File: src/rtl/audio_pkg.sv
// audio_pkg: shared types and constants for the N-voice sample-playback mixer.
//   mix_state_e  - mixer sequencer states
//   REG_*        - per-voice register offsets (address = ch*4 + offset)
//   CTRL_*       - bit positions inside the CTRL register
//   sat_dw()     - clamp a wide signed value into a dw-bit two's complement range
package audio_pkg;

  typedef enum logic [2:0] {
    IDLE  = 3'd0,
    FETCH = 3'd1,
    WAIT  = 3'd2,
    ACC   = 3'd3,
    OUT   = 3'd4
  } mix_state_e;

  localparam logic [1:0] REG_CTRL  = 2'd0;
  localparam logic [1:0] REG_START = 2'd1;
  localparam logic [1:0] REG_END   = 2'd2;
  localparam logic [1:0] REG_VOL   = 2'd3;

  localparam int CTRL_START = 0;
  localparam int CTRL_LOOP  = 1;
  localparam int CTRL_STOP  = 2;

  // Works on a 64-bit carrier so any accumulator width up to 64 can use it;
  // the caller truncates the result to dw bits.
  function automatic logic signed [63:0] sat_dw(input logic signed [63:0] v, input int dw);
    logic signed [63:0] hi;
    logic signed [63:0] lo;
    hi = (64'sd1 <<< (dw - 1)) - 64'sd1;
    lo = -(64'sd1 <<< (dw - 1));
    if (v > hi)      return hi;
    else if (v < lo) return lo;
    else             return v;
  endfunction

endpackage

File: src/rtl/audio_voice_regs.sv
// audio_voice_regs: register file and playback state for one voice.
//   i_clk, i_reset       clock, async active-high reset
//   i_wr                 qualified bus write (chipselect & write)
//   i_address            register index; this voice owns address CH*4..CH*4+3
//   i_writedata          write data; bit CH is used by the shared IRQ_CLR register
//   i_fetch              mixer is in FETCH for this voice (activates a pending start)
//   i_advance            mixer is in ACC for this voice (advance / wrap / finish)
//   o_active, o_start_pend, o_irq_pend, o_ptr, o_start_addr, o_vol  state to the mixer
module audio_voice_regs
  import audio_pkg::*;
#(
  parameter int NUM_CH    = 4,
  parameter int CH        = 0,
  parameter int SAMPLE_AW = 17,
  parameter int VOL_W     = 8,
  parameter int AW        = 5
) (
  input  logic                 i_clk,
  input  logic                 i_reset,
  input  logic                 i_wr,
  input  logic [AW-1:0]        i_address,
  input  logic [15:0]          i_writedata,
  input  logic                 i_fetch,
  input  logic                 i_advance,
  output logic                 o_active,
  output logic                 o_start_pend,
  output logic                 o_irq_pend,
  output logic [SAMPLE_AW-1:0] o_ptr,
  output logic [SAMPLE_AW-1:0] o_start_addr,
  output logic [VOL_W-1:0]     o_vol
);

  logic [SAMPLE_AW-1:0] r_start;
  logic [SAMPLE_AW-1:0] r_end;
  logic [SAMPLE_AW-1:0] r_ptr;
  logic [VOL_W-1:0]     r_vol;
  logic                 r_loop;
  logic                 r_active;
  logic                 r_pend;
  logic                 r_irq;

  logic                 w_sel;
  logic                 w_ctrl_wr;
  logic                 w_start_cmd;
  logic                 w_stop_cmd;
  logic                 w_irq_clr;
  logic [SAMPLE_AW-1:0] w_wd_addr;

  assign w_sel       = i_wr && (i_address < AW'(NUM_CH * 4)) &&
                       (i_address[AW-1:2] == (AW-2)'(CH));
  assign w_ctrl_wr   = w_sel && (i_address[1:0] == REG_CTRL);
  assign w_stop_cmd  = w_ctrl_wr && i_writedata[CTRL_STOP];
  assign w_start_cmd = w_ctrl_wr && i_writedata[CTRL_START] && !i_writedata[CTRL_STOP];
  assign w_irq_clr   = i_wr && (i_address == AW'(NUM_CH * 4)) && i_writedata[CH];
  assign w_wd_addr   = SAMPLE_AW'(i_writedata);

  always_ff @(posedge i_clk or posedge i_reset) begin
    if (i_reset) begin
      r_start  <= '0;
      r_end    <= '0;
      r_ptr    <= '0;
      r_vol    <= '0;
      r_loop   <= 1'b0;
      r_active <= 1'b0;
      r_pend   <= 1'b0;
      r_irq    <= 1'b0;
    end else begin
      if (w_ctrl_wr)                                     r_loop  <= i_writedata[CTRL_LOOP];
      if (w_sel && (i_address[1:0] == REG_START))        r_start <= w_wd_addr;
      if (w_sel && (i_address[1:0] == REG_END))          r_end   <= w_wd_addr;
      if (w_sel && (i_address[1:0] == REG_VOL))          r_vol   <= i_writedata[VOL_W-1:0];

      // Clear first so a same-cycle end-of-sample set takes priority.
      if (w_irq_clr) r_irq <= 1'b0;

      if (i_fetch && r_pend) begin
        r_ptr    <= r_start;
        r_active <= 1'b1;
        r_pend   <= 1'b0;
      end

      if (i_advance && r_active) begin
        if (r_ptr == r_end) begin
          if (r_loop) begin
            r_ptr <= r_start;
          end else begin
            r_active <= 1'b0;
            r_irq    <= 1'b1;
          end
        end else begin
          r_ptr <= r_ptr + 1'b1;
        end
      end

      // A fresh START re-arms even if the fetch consumed the old one this cycle;
      // STOP is applied last so it overrides everything.
      if (w_start_cmd) r_pend <= 1'b1;
      if (w_stop_cmd) begin
        r_active <= 1'b0;
        r_pend   <= 1'b0;
      end
    end
  end

  assign o_active     = r_active;
  assign o_start_pend = r_pend;
  assign o_irq_pend   = r_irq;
  assign o_ptr        = r_ptr;
  assign o_start_addr = r_start;
  assign o_vol        = r_vol;

endmodule

File: src/rtl/audio_mixer.sv
// audio_mixer: N-voice sample-playback mixer sharing one sample ROM port.
//   i_clk, i_reset        clock, async active-high reset
//   i_chipselect/i_write  write-only host bus strobes
//   i_address/i_writedata register index (ch*4+r, NUM_CH*4 = IRQ_CLR) and data
//   o_irq                 OR of per-voice finished flags
//   i_sample_req          codec request; starts one mix when idle
//   o_audio_output        saturated mix, held between updates
//   o_rom_addr, i_rom_q   shared ROM port, data valid ROM_LAT cycles after address
//
// state | meaning
// IDLE  | waiting for sample_req
// FETCH | activate pending start, issue ROM address for voice r_ch
// WAIT  | ROM_LAT cycles for ROM data
// ACC   | scale and accumulate voice r_ch, advance its pointer
// OUT   | saturate accumulator onto audio_output
module audio_mixer
  import audio_pkg::*;
#(
  parameter int NUM_CH    = 4,
  parameter int DW        = 16,
  parameter int SAMPLE_AW = 17,
  parameter int ROM_LAT   = 1,
  parameter int VOL_W     = 8
) (
  input  logic                               i_clk,
  input  logic                               i_reset,
  input  logic                               i_chipselect,
  input  logic                               i_write,
  input  logic [$clog2(NUM_CH*4+1)-1:0]      i_address,
  input  logic [15:0]                        i_writedata,
  output logic                               o_irq,
  input  logic                               i_sample_req,
  output logic [DW-1:0]                      o_audio_output,
  output logic [SAMPLE_AW-1:0]               o_rom_addr,
  input  logic [DW-1:0]                      i_rom_q
);

  localparam int AW    = $clog2(NUM_CH * 4 + 1);
  localparam int CH_W  = (NUM_CH > 1) ? $clog2(NUM_CH) : 1;
  localparam int ACC_W = DW + VOL_W + $clog2(NUM_CH) + 1;
  localparam int PW    = DW + VOL_W + 1;

  mix_state_e                r_state;
  logic [CH_W-1:0]           r_ch;
  logic [1:0]                r_wait;
  logic                      r_cur_act;
  logic signed [ACC_W-1:0]   r_acc;
  logic [SAMPLE_AW-1:0]      r_rom_addr;
  logic [DW-1:0]             r_out;

  logic [NUM_CH-1:0]         w_active;
  logic [NUM_CH-1:0]         w_pend;
  logic [NUM_CH-1:0]         w_irq_pend;
  logic [SAMPLE_AW-1:0]      w_ptr   [NUM_CH];
  logic [SAMPLE_AW-1:0]      w_start [NUM_CH];
  logic [VOL_W-1:0]          w_vol   [NUM_CH];

  logic                      w_wr;
  logic                      w_fetch_en;
  logic                      w_acc_en;
  logic                      w_last_ch;
  logic                      w_contrib;
  logic signed [PW-1:0]      w_a;
  logic signed [PW-1:0]      w_b;
  logic signed [PW-1:0]      w_prod;
  logic signed [PW-1:0]      w_scaled;
  logic signed [ACC_W-1:0]   w_scaled_ext;

  assign w_wr       = i_chipselect && i_write;
  assign w_fetch_en = (r_state == FETCH);
  assign w_acc_en   = (r_state == ACC);
  assign w_last_ch  = (r_ch == CH_W'(NUM_CH - 1));

  for (genvar g = 0; g < NUM_CH; g++) begin : g_voice
    audio_voice_regs #(
      .NUM_CH   (NUM_CH),
      .CH       (g),
      .SAMPLE_AW(SAMPLE_AW),
      .VOL_W    (VOL_W),
      .AW       (AW)
    ) u_regs (
      .i_clk       (i_clk),
      .i_reset     (i_reset),
      .i_wr        (w_wr),
      .i_address   (i_address),
      .i_writedata (i_writedata),
      .i_fetch     (w_fetch_en && (r_ch == CH_W'(g))),
      .i_advance   (w_acc_en && (r_ch == CH_W'(g))),
      .o_active    (w_active[g]),
      .o_start_pend(w_pend[g]),
      .o_irq_pend  (w_irq_pend[g]),
      .o_ptr       (w_ptr[g]),
      .o_start_addr(w_start[g]),
      .o_vol       (w_vol[g])
    );
  end

  // Volume is unsigned: zero-extend before the signed multiply. The product of
  // a DW-bit sample and a (VOL_W+1)-bit positive gain always fits in PW bits.
  assign w_a          = {{(VOL_W + 1){i_rom_q[DW-1]}}, i_rom_q};
  assign w_b          = {{DW{1'b0}}, 1'b0, w_vol[r_ch]};
  assign w_prod       = w_a * w_b;
  assign w_scaled     = w_prod >>> 7;
  assign w_scaled_ext = ACC_W'(w_scaled);

  // A STOP that lands between FETCH and ACC still removes the voice.
  assign w_contrib    = r_cur_act && w_active[r_ch];

  always_ff @(posedge i_clk or posedge i_reset) begin
    if (i_reset) begin
      r_state    <= IDLE;
      r_ch       <= '0;
      r_wait     <= '0;
      r_cur_act  <= 1'b0;
      r_acc      <= '0;
      r_rom_addr <= '0;
      r_out      <= '0;
    end else begin
      case (r_state)
        IDLE: begin
          if (i_sample_req) begin
            r_state <= FETCH;
            r_ch    <= '0;
            r_acc   <= '0;
          end
        end
        FETCH: begin
          r_cur_act <= w_active[r_ch] || w_pend[r_ch];
          if (w_pend[r_ch])        r_rom_addr <= w_start[r_ch];
          else if (w_active[r_ch]) r_rom_addr <= w_ptr[r_ch];
          r_wait  <= 2'(ROM_LAT - 1);
          r_state <= WAIT;
        end
        WAIT: begin
          if (r_wait == 2'd0) r_state <= ACC;
          else                r_wait  <= r_wait - 2'd1;
        end
        ACC: begin
          if (w_contrib) r_acc <= r_acc + w_scaled_ext;
          if (w_last_ch) begin
            r_state <= OUT;
          end else begin
            r_ch    <= r_ch + 1'b1;
            r_state <= FETCH;
          end
        end
        OUT: begin
          r_out   <= DW'(sat_dw(64'(r_acc), DW));
          r_acc   <= '0;
          r_state <= IDLE;
        end
        default: r_state <= IDLE;
      endcase
    end
  end

  assign o_audio_output = r_out;
  assign o_rom_addr     = r_rom_addr;
  assign o_irq          = |w_irq_pend;

endmodule

File: config.mk
export PLATFORM = sky130hd
export DESIGN_NAME = audio_mixer
export DESIGN_NICKNAME = d
export VERILOG_FILES = /design/src/rtl/audio_pkg.sv /design/src/rtl/audio_voice_regs.sv /design/src/rtl/audio_mixer.sv
export SDC_FILE = /design/constraint.sdc
export NUM_CORES = 1
export LEC_CHECK = 0
export ABC_AREA = 1
export CORE_MARGIN = 3
export CORE_UTILIZATION = 40
export CTS_BUF_LIST = sky130_fd_sc_hd__clkbuf_8
export DETAILED_ROUTE_END_ITERATION = 10
export RECOVER_POWER = 25
export SETUP_SLACK_MARGIN = 0.2
export SLEW_MARGIN = 10
export SYNTH_ARGS = -nofsm -noshare
export SYNTH_HDL_FRONTEND = slang
export SYNTH_HIERARCHICAL = 1
export SYNTH_SLANG_ARGS = --single-unit
File: constraint.sdc
create_clock -name i_clk -period 20.8 [get_ports i_clk]
set_input_delay 3.12 -clock i_clk [delete_from_list [all_inputs] [get_ports i_clk]]
set_output_delay 3.12 -clock i_clk [all_outputs]
set_load 0.03 [all_outputs]
==> results.yml <==
clocking:
  ctsResizeCount: 0
  cts-buffers-inserted: 56
  ctsHoldBuffers: 0
  cts.path.max_buffers: 3
  h-tree-depth: 2
  clk-insertion-delay-late_ns: 0.69
  cts_tree: "built"
  path_clk_slew_ns: 0.06
  cts_root_buffer: "clkbuf_8"
  cts_setup_buffers: 0
  cts_num_sinks: 312
critical_path:
  r2r_end: "r_acc[23]$_DFFE_PP0P_"
  cp_slowest_cell: "clkinvlp_2"
  cp.arrival_ns: 11.66
  crit-reg2reg-launch: "r_ch[0]$_DFFE_PP0P_"
  worst-path-max-fanout: 92
  required_ns: 21.32
  end_kind: "register"
  path_class: "reg2reg"
  cpMostUsedCell: "nand2_1"
  reg2reg_depth: 31
  start_kind: "register"
  max_stage_delay_ns: 2.78
  r2r_slack_ns: 9.66
die:
  row_count: 89
  die-area_um2: 63300
  pin_count: 76
  initial_core_util_pct: 40.6
  core-area_um2: 59400
  die_h_um: 252
  fp.dieW_um: 252
layout:
  final_common_cell: "nand2_1"
  drive_gt1_share_pct: 5.10
  syn_to_final_growth_pct: 9.81
  nets: 3629
  fillCellCount: 6111
  final_cell_mix: "nand2_1 (1016), inv_1 (447), o21ai_0 (355)"
  instances_no_fill: 4225
synthesis:
  seq_area_frac_synth_pct: 32.4
  synth-edff-count: 0
  syn_area_um2: 24100
  ys_types: 58
  syn_nets: 3612
  synth.ff_latch_count: 312
  synth_cells: 3387
  synthFlopType: "dfrtp_1"
  yosysWarnings: 6
  avgSynthCellArea_um2: 7.12
  async_flop_share_pct: 100
global_routing:
  grt_max_degree: 93
  grt.overflow.total: 0
  grt_pass1_vias: 20928
  track_usage_pct: 24.3
  antenna_found_initial: 2
  grt_pass1_wl_um: 121000
sta:
  skew_ns: 0.0487
  final.period_utilization_pct: 53.6
  rsz0062_at_grt: "false"
  setup_viol: 0
  fmaxAchievable_ghz: 0.0897
  hold_violations: 0
  fin_crit_ns: 11.14
  worst_pin_slew_ns: 3.39
  finalSetupTns_ns: 0
  final_max_slew_viol_count: 372
  relSlewSlack_pct: -126
hold_path:
  hold_path.class: "reg2reg"
  hold_path_end: "g_voice[1].u_regs/o_vol[0]$_DFFE_PP0P_"
  holdPathStages: 2
  holdCritStartpoint: "g_voice[1].u_regs/o_vol[0]$_DFFE_PP0P_"
drt:
  antenna_left: 0
  drtIter0Drc: 1869
  drc: 0
  wl_um: 77300
  first_pass_iters: 6
  post_drt_wl_per_cell_um: 18.3
  vias_per_cell: 5.25
  dr_total_vias: 22173
power:
  p_per_area_nw_per_um2: 172
  irDropWorstVdd_mv: 0.0882
  p_leak_nw: 13.2
placement:
  dpl.cell_count: 4119
  portBuffers: 75
  gp_congestion: 0.919
  dp_hpwl_um: 57700
run_status:
  violations: "max-capacitance violations, max-slew violations"
  status: "finished, violations left"
job:
  cap_violations: 7
[through the flow]
stage | worst slack [ns] | hold slack [ns] | cell area (µm²) | power (W) | utilization, %
floorplan | 12.24 | 0.452 | 24100 | 0.00309 | -
global placement | 11.22 | 0.468 | 25300 | 0.00390 | 42.6
detailed placement | 11.14 | 0.471 | 25300 | 0.00390 | 42.6
CTS | 11.84 | 0.487 | 26500 | 0.00456 | 44.7
global route | 8.71 | 0.500 | 26500 | 0.00503 | 44.6
finish | 9.66 | 0.485 | 26500 | 0.00456 | 44.6
[cell type report]
cell class	instances	area [µm²]	share of cell area, %
clock buffers	78	1070	4.05
diodes	1	2.50	0.00945
multi-input cells	2477	13900	52.4
well taps	773	967	3.65
inverters	470	1770	6.68
flip-flops and latches	312	7810	29.5
clock inverters	27	165	0.624
repair buffers	87	826	3.12
[per-layer routing]
layer,vias to the layer above,track usage [%],routed length (µm)
met1,10401,33.7,33900
met5,-,0,13
li1,10808,-,-
met4,2,9.58,3140
met3,166,4.33,6100
met2,796,37.7,34200
[sequential cells by signal, indices dropped and copies added, names as in the netlist]
register and cells:
g_voice.u_regs/r_end 64, g_voice.u_regs/r_loop 4, g_voice.u_regs/o_irq_pend 4, r_acc 27, g_voice.u_regs/o_ptr 68, g_voice.u_regs/o_active 4, g_voice.u_regs/o_start_addr 64, g_voice.u_regs/o_vol 32
o_rom_addr 17, r_wait 2, r_cur_act 1, r_state 3, r_ch 2, g_voice.u_regs/o_start_pend 4, o_audio_output 16
[critical path: cells and delay by family (launching register included)]
kind	cells	cell delay [ns]
buf+inv	5	3.15
simple gates	15	3.14
compound gates	5	0.86
fa+ha+maj	6	2.72
flops	1	1.06
[cells in the mapped netlist, types with 5 or more instances]
cell type | instances | area share, %
o31ai_1 | 6 | 0.19
nor4_1 | 5 | 0.13
xnor2_1 | 42 | 1.5
inv_2 | 28 | 0.44
o22ai_1 | 45 | 1.2
buf_4 | 11 | 0.34
o21ai_0 | 355 | 7.4
o21bai_1 | 6 | 0.19
nor2_1 | 327 | 5.1
buf_2 | 17 | 0.35
ha_1 | 81 | 4.2
nand3_1 | 120 | 2.5
dfrtp_1 | 312 | 32
xor2_1 | 59 | 2.1
mux2i_1 | 8 | 0.33
buf_6 | 14 | 0.65
a31oi_1 | 20 | 0.52
clkbuf_1 | 84 | 1.3
nand2_1 | 1014 | 16
nand4_1 | 89 | 2.3
clkinv_1 | 8 | 0.12
or2_2 | 8 | 0.21
nor3_1 | 14 | 0.29
a21oi_1 | 74 | 1.5
nand2_2 | 9 | 0.23
fa_1 | 102 | 8.5
nor2_4 | 8 | 0.37
inv_1 | 431 | 6.7
o21ai_1 | 27 | 0.56
[how the worst max path moves through the flow]
stage	slack [ns]	endpoint	start
after floorplan	12.24	r_acc[23]$_DFFE_PP0P_	i_rom_q[15]
after global placement	11.22	r_acc[26]$_DFFE_PP0P_	i_rom_q[15]
after detailed placement	11.14	r_acc[23]$_DFFE_PP0P_	i_rom_q[15]
after CTS	11.84	r_acc[23]$_DFFE_PP0P_	i_rom_q[15]
after global routing	8.71	r_acc[23]$_DFFE_PP0P_	r_ch[0]$_DFFE_PP0P_
final	9.66	r_acc[23]$_DFFE_PP0P_	r_ch[0]$_DFFE_PP0P_
[where the power goes]
part / switching, W / internal [W] / leakage (nW) / total, W
combinational: 0.00197 / 0.00100 / 8.41 / 0.00297
clock: 0.000287 / 0.000347 / 0.701 / 0.000634
sequential: 0.000212 / 0.000744 / 4.14 / 0.000956
[kinds of logic (layout without fill, tap and decap cells)]
kind of cell | count (synthesis) | in the layout | share of synthesized area (%)
buffers and inverters | 598 | 662 | 10.0
and+or+nand+nor | 1624 | 1624 | 28.3
adders and majority gates | 183 | 183 | 12.7
muxes | 9 | 9 | 0.379
other | 4 | 5 | 0.0622
AOI/OAI and AO/OA | 556 | 556 | 12.5
xor gates and xnor gates | 101 | 101 | 3.67
DFF | 312 | 312 | 32.4
Note: power is estimated with default switching activity, not from simulation.
